===== src/rtl/fetch_stage.sv =====
// Instruction-fetch stage: owns the PC, keeps at most one icache request in flight,
// and parks the returned word in a one-entry slot read by decode.
module fetch_stage #(
  parameter int unsigned     XLEN      = 32,
  parameter logic [XLEN-1:0] RESET_PC  = 32'h0000_1000,
  parameter logic [31:0]     NOP_INSTR = 32'h0000_0013
) (
  input  logic            clk,
  input  logic            reset,
  output logic            ic_req_valid,
  output logic [XLEN-1:0] ic_req_addr,
  input  logic            ic_req_ready,
  input  logic            ic_resp_valid,
  input  logic [31:0]     ic_resp_data,
  input  logic            redirect_valid,
  input  logic [XLEN-1:0] redirect_pc,
  input  logic            id_ready,
  output logic            if_valid,
  output logic [31:0]     if_instr,
  output logic [XLEN-1:0] if_pc,
  output logic [XLEN-1:0] if_pc_next,
  output logic            if_xcpt
);

  localparam logic [1:0] S_REQ  = 2'd0;
  localparam logic [1:0] S_WAIT = 2'd1;
  localparam logic [1:0] S_HALT = 2'd2;

  logic [1:0]      state;
  logic [XLEN-1:0] pc;
  logic            drop;
  logic            halt_after;
  logic            slot_free;
  logic            handshake;
  logic            misaligned;
  logic            pending;

  assign slot_free    = !if_valid || id_ready;
  assign ic_req_valid = !reset && (state == S_REQ) && slot_free && !redirect_valid;
  assign ic_req_addr  = pc;
  assign handshake    = ic_req_valid && ic_req_ready;
  assign misaligned   = |redirect_pc[1:0];
  // a request still outstanding past this cycle must have its response dropped
  assign pending      = (state == S_WAIT) && !ic_resp_valid;

  always_ff @(posedge clk or posedge reset) begin
    if (reset) begin
      state      <= S_REQ;
      pc         <= RESET_PC;
      drop       <= 1'b0;
      halt_after <= 1'b0;
      if_valid   <= 1'b0;
      if_instr   <= '0;
      if_pc      <= '0;
      if_pc_next <= '0;
      if_xcpt    <= 1'b0;
    end else if (redirect_valid) begin
      if_valid <= 1'b0;
      if (!misaligned) begin
        pc         <= redirect_pc;
        halt_after <= 1'b0;
        if (pending) begin
          drop <= 1'b1;
        end else begin
          drop  <= 1'b0;
          state <= S_REQ;
        end
      end else begin
        if_valid   <= 1'b1;
        if_xcpt    <= 1'b1;
        if_instr   <= NOP_INSTR;
        if_pc      <= redirect_pc;
        if_pc_next <= redirect_pc + XLEN'(4);
        if (pending) begin
          drop       <= 1'b1;
          halt_after <= 1'b1;
        end else begin
          drop       <= 1'b0;
          halt_after <= 1'b0;
          state      <= S_HALT;
        end
      end
    end else begin
      if (if_valid && id_ready) if_valid <= 1'b0;
      case (state)
        S_REQ: if (handshake) state <= S_WAIT;
        S_WAIT: begin
          if (ic_resp_valid) begin
            if (drop) begin
              drop       <= 1'b0;
              halt_after <= 1'b0;
              state      <= halt_after ? S_HALT : S_REQ;
            end else begin
              // slot is empty here: the request was only issued with slot_free
              if_valid   <= 1'b1;
              if_xcpt    <= 1'b0;
              if_instr   <= ic_resp_data;
              if_pc      <= pc;
              if_pc_next <= pc + XLEN'(4);
              pc         <= pc + XLEN'(4);
              state      <= S_REQ;
            end
          end
        end
        S_HALT: ;
        default: state <= S_REQ;
      endcase
    end
  end

endmodule


===== config.mk =====
export PLATFORM = sky130hd
export DESIGN_NAME = fetch_stage
export DESIGN_NICKNAME = d
export VERILOG_FILES = /design/src/rtl/fetch_stage.sv
export SDC_FILE = /design/constraint.sdc
export NUM_CORES = 1
export LEC_CHECK = 0
export CELL_PAD_IN_SITES_DETAIL_PLACEMENT = 1
export CELL_PAD_IN_SITES_GLOBAL_PLACEMENT = 1
export CORE_AREA = 5 5 155 157
export DETAILED_ROUTE_END_ITERATION = 7
export DIE_AREA = 0 0 160 162
export PLACE_DENSITY = 0.81
export SETUP_SLACK_MARGIN = 0.3
export SLEW_MARGIN = 20
export SYNTH_ARGS = -nofsm -noshare
export SYNTH_HDL_FRONTEND = slang
export SYNTH_SLANG_ARGS = --single-unit

===== constraint.sdc =====
create_clock -name clk -period 4.95 [get_ports clk]
set_input_delay 1.485 -clock clk [delete_from_list [all_inputs] [get_ports clk]]
set_output_delay 1.485 -clock clk [all_outputs]
set_load 0.01 [all_outputs]

==> results of run 1 <==
-- layout make-up --
class	instances	area, um^2	share of cell area (%)
clock buffer	18	439	4.35
clock inverter	14	153	1.51
inverter	10	41.3	0.409
multi-input combinational	601	3630	36.0
sequential	132	3300	32.8
tap	285	357	3.54
timing repair buffer	217	2160	21.5
-- power by group through the flow --
stage               Sequential [mW]  Combinational (mW)  Clock, mW
CTS                            1.36               0.812       1.31
finish                         1.36               0.800       1.29
floorplan                      1.37               0.348          0
global placement               1.37               0.791          0
global route                   1.38               0.870       1.37
detailed placement             1.38               0.806          0
-- through the flow --
stage | hold slack, ns | total power, mW
final | 0.463 | 3.45
after global routing | 0.486 | 3.62
after CTS | 0.473 | 3.48
after detailed placement | 0.458 | 2.18
after global placement | 0.449 | 2.16
after floorplan | 0.471 | 1.72
-- placed cells by master, fill, tap and decap left out, types with 13 or more instances in the layout --
| cell type | n |
|---|---|
| nand2_1 | 146 |
| a31oi_1 | 13 |
| o31ai_1 | 14 |
| dfrtp_1 | 131 |
| nor2_1 | 44 |
| xor2_1 | 13 |
| o21ai_0 | 55 |
| xnor2_1 | 29 |
| clkdlybuf4s50_1 | 199 |
| nor3_1 | 17 |
| a21oi_1 | 31 |
| nand4_1 | 17 |
| mux2i_1 | 23 |
| nand3_1 | 50 |
| clkbuf_16 | 17 |
| buf_4 | 15 |
-- worst max path at each step --
stage | startpoint | end | depth (start not counted)
floorplan | redirect_valid | ic_req_valid | 2
global placement | reset | ic_req_valid | 4
detailed placement | reset | ic_req_valid | 4
CTS | reset | ic_req_valid | 4
global route | reset | ic_req_valid | 4
finish | reset | ic_req_valid | 4
-- sequential cells by signal (all words and copies together) (netlist names) --
| register | flops |
|---|---|
| drop | 1 |
| if_pc_next | 30 |
| if_pc | 32 |
| if_valid | 1 |
| state | 2 |
| ic_req_addr | 32 |
| if_instr | 32 |
| if_xcpt | 1 |
| halt_after | 1 |
-- cell families (layout without fill, tap and decap cells) --
logic type      after synthesis  count (layout)
compound gates              194             194
fa+ha+maj                     2               2
mux                          24              24
simple gates                339             339
xor+xnor                     42              42
flops                       132             132
buf+inv                      79             259
-- layer usage --
metal / vias up / track usage, % / wire length (um)
li1: 3247 / - / -
met1: 3438 / 26.7 / 11600
met2: 220 / 32.2 / 12300
met3: 28 / 4.85 / 1450
met4: 0 / 5.24 / 399
met5: - / 0 / 0
-- critical path, delay by kind of cell --
kind          cells  cell delay (ns)
buf+inv           2             1.04
simple gates      2             0.54
==> metrics.md, run 1 <==
| Metric | Value |
|---|---|
| Status | `complete, no violations` |
| Max stage delay cell, worst path | `clkdlybuf4s50_1` |
| GRT Residual Overflow | `0` |
| Final setup margin | `0.402 ns` |
| MaxCap Viol Count | `0` |
| Final min period | `4.55 ns` |
| Via count | `6933` |
| Post-synth cell types | `62` |
| Vias in the first global route | `7115` |
| Reg-to-reg critical path startpoint | `ic_req_addr[2]$_DFFE_PP0P_` |
| Layout cells sized above 1 | `7.36%` |
| Internal Pwr Total | `2.38 mW` |
| Core Util, Final | `45.1%` |
| Share of power burned in registers | `39.4%` |
| Layout Cells excl Fill | `1277` |
| Critical path cell sequence | `clkdlybuf4s50_1, or4_1, nor2_1, clkdlybuf4s50_1` |
| Die height | `162 um` |
| Pleak | `4.13 nW` |
| Post-synthesis xor/xnor area fraction | `5.06%` |
| CP Data Required Time | `3.46 ns` |
| Post-CTS Resized | `0` |
| CTS Sinks | `132` |
| Ys flop type | `dfrtp_1` |
| Rel. slew slack | `38.9%` |
| Initial antenna violation count | `0` |
| Clock Power Share | `37.4%` |
| Worst Hold Path Cells | `2` |
| Mapped Nets | `884` |
| End of the worst hold path | `if_instr[15]$_DFFE_PP0P_` |
| Hold Vio Cnt, Final | `0` |
| RSZ-0062 raised after global routing | `false` |
| Critical path launch point type | `input port` |
| # setup viols final | `0` |
| Postcts setup bufs | `0` |
| DR pass1 iterations | `5` |
| Core Region | `22400 um^2` |
| Setup TNS | `0 ns` |
| Crit Path Category | `input port to primary output` |
| Dpl cells | `1245` |
| Post-Synthesis Cells | `812` |
| #FFs+latches synth | `132` |
| Boundary Pins | `201` |
| Number of synthesis warnings | `0` |
| Synth-to-Final Area Change | `38.8%` |
| Largest family of logic cells by synthesized area | `simple AND/OR/NAND/NOR gates` |
| Post-Syn Area | `7260 um^2` |
| Number of synthesized flops with an enable pin | `0` |
| Largest net degree at the start of global routing | `63` |
| RePlAce Congestion | `0.777` |
| # DRC | `0` |
| Simple-gate portion of the synthesized area | `23.3%` |
| Worst VDD drop | `0.147 mV` |
| Global Route Usage Sum | `19.8%` |
| Clock root buffer | `clkbuf_16` |
| Initial Utilization | `32.5%` |
| DIE AREA | `25900 um^2` |
| Multiplexer area fraction after synthesis | `3.32%` |
| FF-to-FF path depth | `6` |
| ANT cells | `0` |
| Synth Area in Compound Gates | `17.7%` |
| Adder-Cell Fraction of Synth Area | `0.344%` |
| Worst hold start | `if_instr[15]$_DFFE_PP0P_` |
| Routed wire length | `25800 um` |
| CP dominant cell by count | `clkdlybuf4s50_1` |
| Period utilization | `91.9%` |
| H-tree Lvls | `4` |
| Num CTS Buffers | `17` |
| Yosys top cell by area | `dfrtp_1` |
| Nets | `1051` |
| # fillers | `2566` |
| Top post-synthesis cells by count | `nand2_1, dfrtp_1, o21ai_0` |
| Worst R2R End | `if_pc_next[28]$_DFFE_PP0P_` |
| Hold Path Class | `register to register` |
| Slew Limit Fails | `0` |
| Row count | `55` |
| Final instance area | `10100 um^2` |
| Placed wire-length estimate | `18500 um` |
| Pre-CTS setup slack | `0.411 ns` |
| Final ANT Viol Nets | `0` |
| # hold bufs at CTS | `0` |
| WP data arrival | `3.06 ns` |
| Post-synth top area share | `45.1%` |
| CTS tree | `built` |
| Initial drt markers | `328` |
| Worst setup EP type | `primary output` |
| Async S/R FF share, synth | `100%` |
| CP max FO | `2` |
| Clock latency at the later pin of the worst-skew pair | `0.43 ns` |
| Sw power | `1.07 mW` |
| Post-Place Cell Area | `9490 um^2` |
| Clock transition at path regs | `0.06 ns` |
| Sw Share | `31.1%` |
| Post-synthesis sequential area ratio | `45.5%` |
| Via density | `5.43` |
| CTS Buffer Depth | `2` |
| Setup Skew | `0.0130 ns` |
| Worst slew pin tran | `0.915 ns` |
| Avg WL per Cell | `20.2 um` |
| First-pass GRT wire length | `41100 um` |
| Top-count cell post-synth | `nand2_1` |
| Reg2Reg Setup Slack | `2.44 ns` |
| Die W | `160 um` |
| Syn avg cell area | `8.95 um^2` |
| IO Port Bufs | `200` |
| Top cells by area, synth | `dfrtp_1, nand2_1, o21ai_0` |
| Comb pwr share | `23.2%` |
| FMAX | `220 MHz` |
| PwrDens | `342 nW/um^2` |
| Critical path's largest stage delay | `0.57 ns` |
No activity file was read; power rests on OpenSTA's default activity.
==> run 2, diff against run 1 <==
--- a/config.mk
+++ b/config.mk
@@ -10,6 +10,7 @@
 export CORE_AREA = 5 5 155 157
 export DETAILED_ROUTE_END_ITERATION = 7
 export DIE_AREA = 0 0 160 162
+export GPL_ROUTABILITY_DRIVEN = 0
 export PLACE_DENSITY = 0.81
 export SETUP_SLACK_MARGIN = 0.3
 export SLEW_MARGIN = 20
==> results of run 2 <==
Final layout, timing and power as in run 1 (identical DEF).
==> patch 1: new RTL, flow settings as in run 1 <==
`XLEN`: 32 -> 28.
--- a/src/rtl/fetch_stage.sv
+++ b/src/rtl/fetch_stage.sv
@@ -1,7 +1,7 @@
 // Instruction-fetch stage: owns the PC, keeps at most one icache request in flight,
 // and parks the returned word in a one-entry slot read by decode.
 module fetch_stage #(
-  parameter int unsigned     XLEN      = 32,
+  parameter int unsigned     XLEN      = 28,
   parameter logic [XLEN-1:0] RESET_PC  = 32'h0000_1000,
   parameter logic [31:0]     NOP_INSTR = 32'h0000_0013
 ) (
Interface: changed (resized ic_req_addr, if_pc, if_pc_next and redirect_pc); port bits go from 201 to 185. No check against the original RTL was run, so the function may have changed too.
==> patch 1 against run 1 <==
  * Synthesized area down 11%
  * Non-clock buffer count down 18
  * Final area down 8.3%
  * Sequential cell count down 12
  * Total power down 4.4%
  * Largest cell class unchanged
  * Hold slack better by 0.0037 ns
  * Setup slack better by 0.11 ns
  * Register-to-register slack better by 0.05 ns
  * Wire length down 9.1%
  * Via count down 10%
==> patch 1: results (changes against run 1) <==
----------------------------------------------------
[Worst setup path]
  CP Launch Point ... id_ready
  Slack of the worst reg-to-reg path ... 2.49 ns (+0.05 ns)
  Data arrival time of the worst path ... 2.95 ns (-0.11 ns)
  Crit-path max cell delay ... 0.61 ns (+0.04 ns)

[Place]
  Number of port buffers ... 184 (-8.0%)
  Setup Slack @ Placement ... 0.5206 ns (+0.1095 ns)
  Placed standard-cell area ... 8581 um2 (-9.6%)

[Layout]
  Post-Layout Cell Count ... 1,199 (-6.1%)
  Total of fill cells in the finished design ... 2,553 (-0.51%)
  Count of inverters other than clock inverters in the layout ... 9 (-1)
  Clock Network Area Fraction ... 0.06957 (+0.01089)
  Buffering overhead ... 0.2152 (+0.0005740)
  Seq. cell area ... 3004 um2 (-9.1%)
  Fraction of final layout cells sized beyond drive strength 1 ... 0.07440 (+0.0008095)
  Fraction of area in multi-input gates ... 0.3476 (-0.01196)

[Global routing]
  Maximum number of pins on one net before global-route repair ... 88 (+40%)
  M2 GR Usage ... 0.3029 (-0.01888)
  Met1 global-route usage ... 0.2322 (-0.03451)
  Vias in the first global route ... 6,516 (-8.4%)
  First-pass GRT wire length ... 37,040 um (-10%)
  Met3 Usage GRT ... 0.03273 (-0.01573)

[Min path]
  Hold path startpoint ... if_instr[8]
  Terminating pin of the worst hold path ... if_instr[8]

[Pwr]
  Leak Pwr ... 3.827 nW (-7.3%)
  Maximum vdd drop ... 0.2057 mV (+40%)

[Yosys]
  Compound-gate portion of the synthesized area ... 0.1606 (-0.01631)
  Parity-gate share of the synthesized area counting xor and xnor cells ... 0.05005 (-0.0005890)
  Unique masters post-synth ... 59 (-4.8%)
  Syn_area_per_cell ... 8.726 um2 (-2.5%)
  Net Count, Synth ... 810 (-8.4%)

[Clocking]
  CTS sink count ... 120 (-9.1%)

[Drt]
  Total length of routed wires ... 23,420 um (-9.1%)
  Detailed Routing Iterations Pass 1 ... 4 (-1)
  Number of vias per cell ... 5.195 (-4.3%)

[Timing]
  Peak clock frequency supported by timing ... 225.5 MHz (+2.6%)
  Worst clock skew on the final layout ... 0.009103 ns (-0.003857 ns)

[Outcome]
  Outcome ... finished, final reports clean

----------------------------------------------------
==> patch 1: cell types whose count changed after synthesis, sizes merged, moves of 7 or more <==
cell	run 1	this run
and2	9	2
dfrtp	131	119
or4	8	1
xor2	13	22
nor2	44	52
buf	32	16
o21ai	58	67
xnor2	29	15
o31ai	14	4
==> patch 1: through the flow <==
step,total power [mW],utilization,hold slack (ns)
after global placement,1.927,0.3837,0.4486
after global routing,3.445,0.4133,0.4903
after CTS,3.336,0.4124,0.4725
after floorplan,1.533,-,0.4737
final,3.298,0.4133,0.4670
after detailed placement,1.947,0.3837,0.4594
==> patch 1: routing by layer <==
layer | wire length [um] | part of all wire
met1 | 10400 | 0.44
met2 | 11590 | 0.50
met5 | 0 | 0
met3 | 922 | 0.039
met4 | 501 | 0.021
==> patch 1: power breakdown <==
part	total (mW)	switching (mW)	internal, mW
registers	1.23	0.141	1.09
logic	0.695	0.337	0.358
clock network	1.37	0.467	0.903
total	3.30	0.946	2.35
==> patch 2: new RTL, config.mk and constraints of run 1 <==
Without the edit above. Make the reset (`reset`) synchronous in one clocked block.
--- a/src/rtl/fetch_stage.sv
+++ b/src/rtl/fetch_stage.sv
@@ -43,7 +43,7 @@
   // a request still outstanding past this cycle must have its response dropped
   assign pending      = (state == S_WAIT) && !ic_resp_valid;
 
-  always_ff @(posedge clk or posedge reset) begin
+  always_ff @(posedge clk) begin
     if (reset) begin
       state      <= S_REQ;
       pc         <= RESET_PC;
Behaviour: differs if reset is asserted again (counterexample within 4 cycles, from zero or initial values and one cycle with reset high); with reset held inactive, the same outputs for 4 cycles.
==> patch 2 against run 1 <==
  * Setup slack improved by 0.13 ns
  * Clock skew fell by 0.0020 ns
  * Wire length rose by 4.7%
  * Final area fell by 4.1%
  * Via count rose by 4.3%
  * Sequential cell count did not move
  * Highest routed layer unchanged
  * Largest power group is now the clock network
  * Synthesized area fell by 4.9%
  * Total power fell by 14%
  * Final cell count rose by 1.6%
==> patch 2: results (changes against run 1) <==
----------------------------------------------------
[Layout]
  Final net count ... 1,072 (+2.0%)
  Fraction of final layout cells sized beyond drive strength 1 ... 0.07115 (-0.002442)

[Worst setup path]
  Slack of the worst reg-to-reg path ... 2.31 ns (-0.13 ns)
  Worst reg2reg path startpoint ... ic_req_addr[4]
  Reg-to-Reg End ... ic_req_addr[31]
  Data arrival time of the worst path ... 2.94 ns (-0.12 ns)
  Depth of the worst register-to-register path ... 5 (-1)
  CP Launch Point ... id_ready

[Yosys]
  Share of cell area taken by muxes after synthesis ... 0.06396 (+0.03072)
  Share of synthesized flip-flops with an asynchronous set or reset ... 0 (-1.000)
  Main combinational cell family by area after synthesis ... simple AND/OR/NAND/NOR gates
  Compound-gate portion of the synthesized area ... 0.1953 (+0.01844)
  Unique masters post-synth ... 63 (+1.6%)
  Synth cell count leaders ... sky130_fd_sc_hd__dfxtp_1 (132), sky130_fd_sc_hd__nor2_1 (86), sky130_fd_sc_hd__nand2_1 (75)
  Share of synthesized area occupied by flip-flops and latches ... 0.3827 (-0.07220)
  Parity-gate share of the synthesized area counting xor and xnor cells ... 0.05327 (+0.002633)
  Adder-cell share of the synthesized area ... 0.003624 (+0.0001791)
  Syn_area_per_cell ... 8.201 um2 (-8.3%)
  Net Count, Synth ... 914 (+3.4%)
  Cell types with the largest area share after synthesis ... sky130_fd_sc_hd__dfxtp_1 (38%), sky130_fd_sc_hd__mux2i_1 (6.2%), sky130_fd_sc_hd__nor2_1 (4.7%), sky130_fd_sc_hd__a21oi_1 (4.2%), sky130_fd_sc_hd__nand3_1 (4.1%)

[Outcome]
  Outcome ... finished, final reports clean

[Global routing]
  First-pass GRT wire length ... 42,160 um (+2.5%)
  Vias in the first global route ... 7,358 (+3.4%)
  Maximum number of pins on one net before global-route repair ... 71 (+13%)

[Place]
  Placed standard-cell area ... 9075 um2 (-4.4%)
  Number of port buffers ... 200 (unchanged)
  Routability cong. ... 0.8167 (+5.1%)
  Post-Place Cells ... 1,266 (+1.7%)
  Detailed placer's ending HPWL ... 18,690 um (+1.3%)
  Setup Slack @ Placement ... 0.4627 ns (+0.05152 ns)

[Drt]
  Count of routing violations after the opening detailed-route iteration ... 495 (+51%)
  Vias after detailed routing ... 7,231 (+4.3%)
  Total length of routed wires ... 26,980 um (+4.7%)

[Timing]
  Worst clock skew on the final layout ... 0.01096 ns (-0.001999 ns)
  Relative max-transition margin ... 0.3161 (-0.07255)
  Min cycle time layout ... 4.423 ns (-0.1253 ns)

[Clocking]
  Clock latency on the worst-skew pair ... 0.42 ns

[Pwr]
  Maximum vdd drop ... 0.1709 mV (+16%)

----------------------------------------------------
patch 2: changes by cell type after synthesis, sizes merged, moves of 13 or more:
| cell | delta |
|---|---|
| a211oi | +30 |
| a21oi | +27 |
| dfrtp | -131 |
| dfxtp | +132 |
| mux2i | +20 |
| nand2 | -71 |
| nor2 | +42 |
| o21ai | -36 |
| o31ai | -13 |
| xnor2 | -15 |
| xor2 | +15 |
patch 2: area by class of cell:
| class | instances | area (um2) |
|---|---|---|
| clock buffer | 20 | 456.7 |
| clock inverter | 11 | 128.9 |
| tap | 285 | 356.6 |
| timing repair buffer | 216 | 2130 |
| sequential | 132 | 2643 |
| multi-input combinational | 624 | 3923 |
| inverter | 9 | 33.78 |
| fill | 2613 | 12690 |
patch 2: metal layers:
metal	track usage	vias to the layer above	wire length (um)
met1	0.2568	3552	11720
li1	-	3390	-
met3	0.03933	48	1394
met2	0.3435	241	13170
met5	0	-	0
met4	0.07352	0	692
patch 2: worst min path at each step:
stage | from | to | slack, ns
floorplan | state[1] | state[0] | 0.45
global placement | if_pc_next[4] | if_pc_next[4] | 0.44
detailed placement | if_pc_next[8] | if_pc_next[8] | 0.45
CTS | if_pc_next[8] | if_pc_next[8] | 0.46
global route | if_pc_next[8] | if_pc_next[8] | 0.50
finish | if_pc_next[6] | if_pc_next[6] | 0.46
patch 2: timing repair:
action / CTS / global route
hold buffers: 0 / 0
endpoints found under the setup margin: 0 / 1
endpoints found under the hold margin: 0 / 0
resized for setup: 0 / 2
patch 2: power breakdown:
| group | internal, mW | leakage, nW | switching [mW] |
|---|---|---|---|
| Sequential | 1.12 | 1.08 | 0.0645 |
| Combinational | 0.242 | 2.11 | 0.253 |
| Clock | 0.767 | 0.271 | 0.509 |
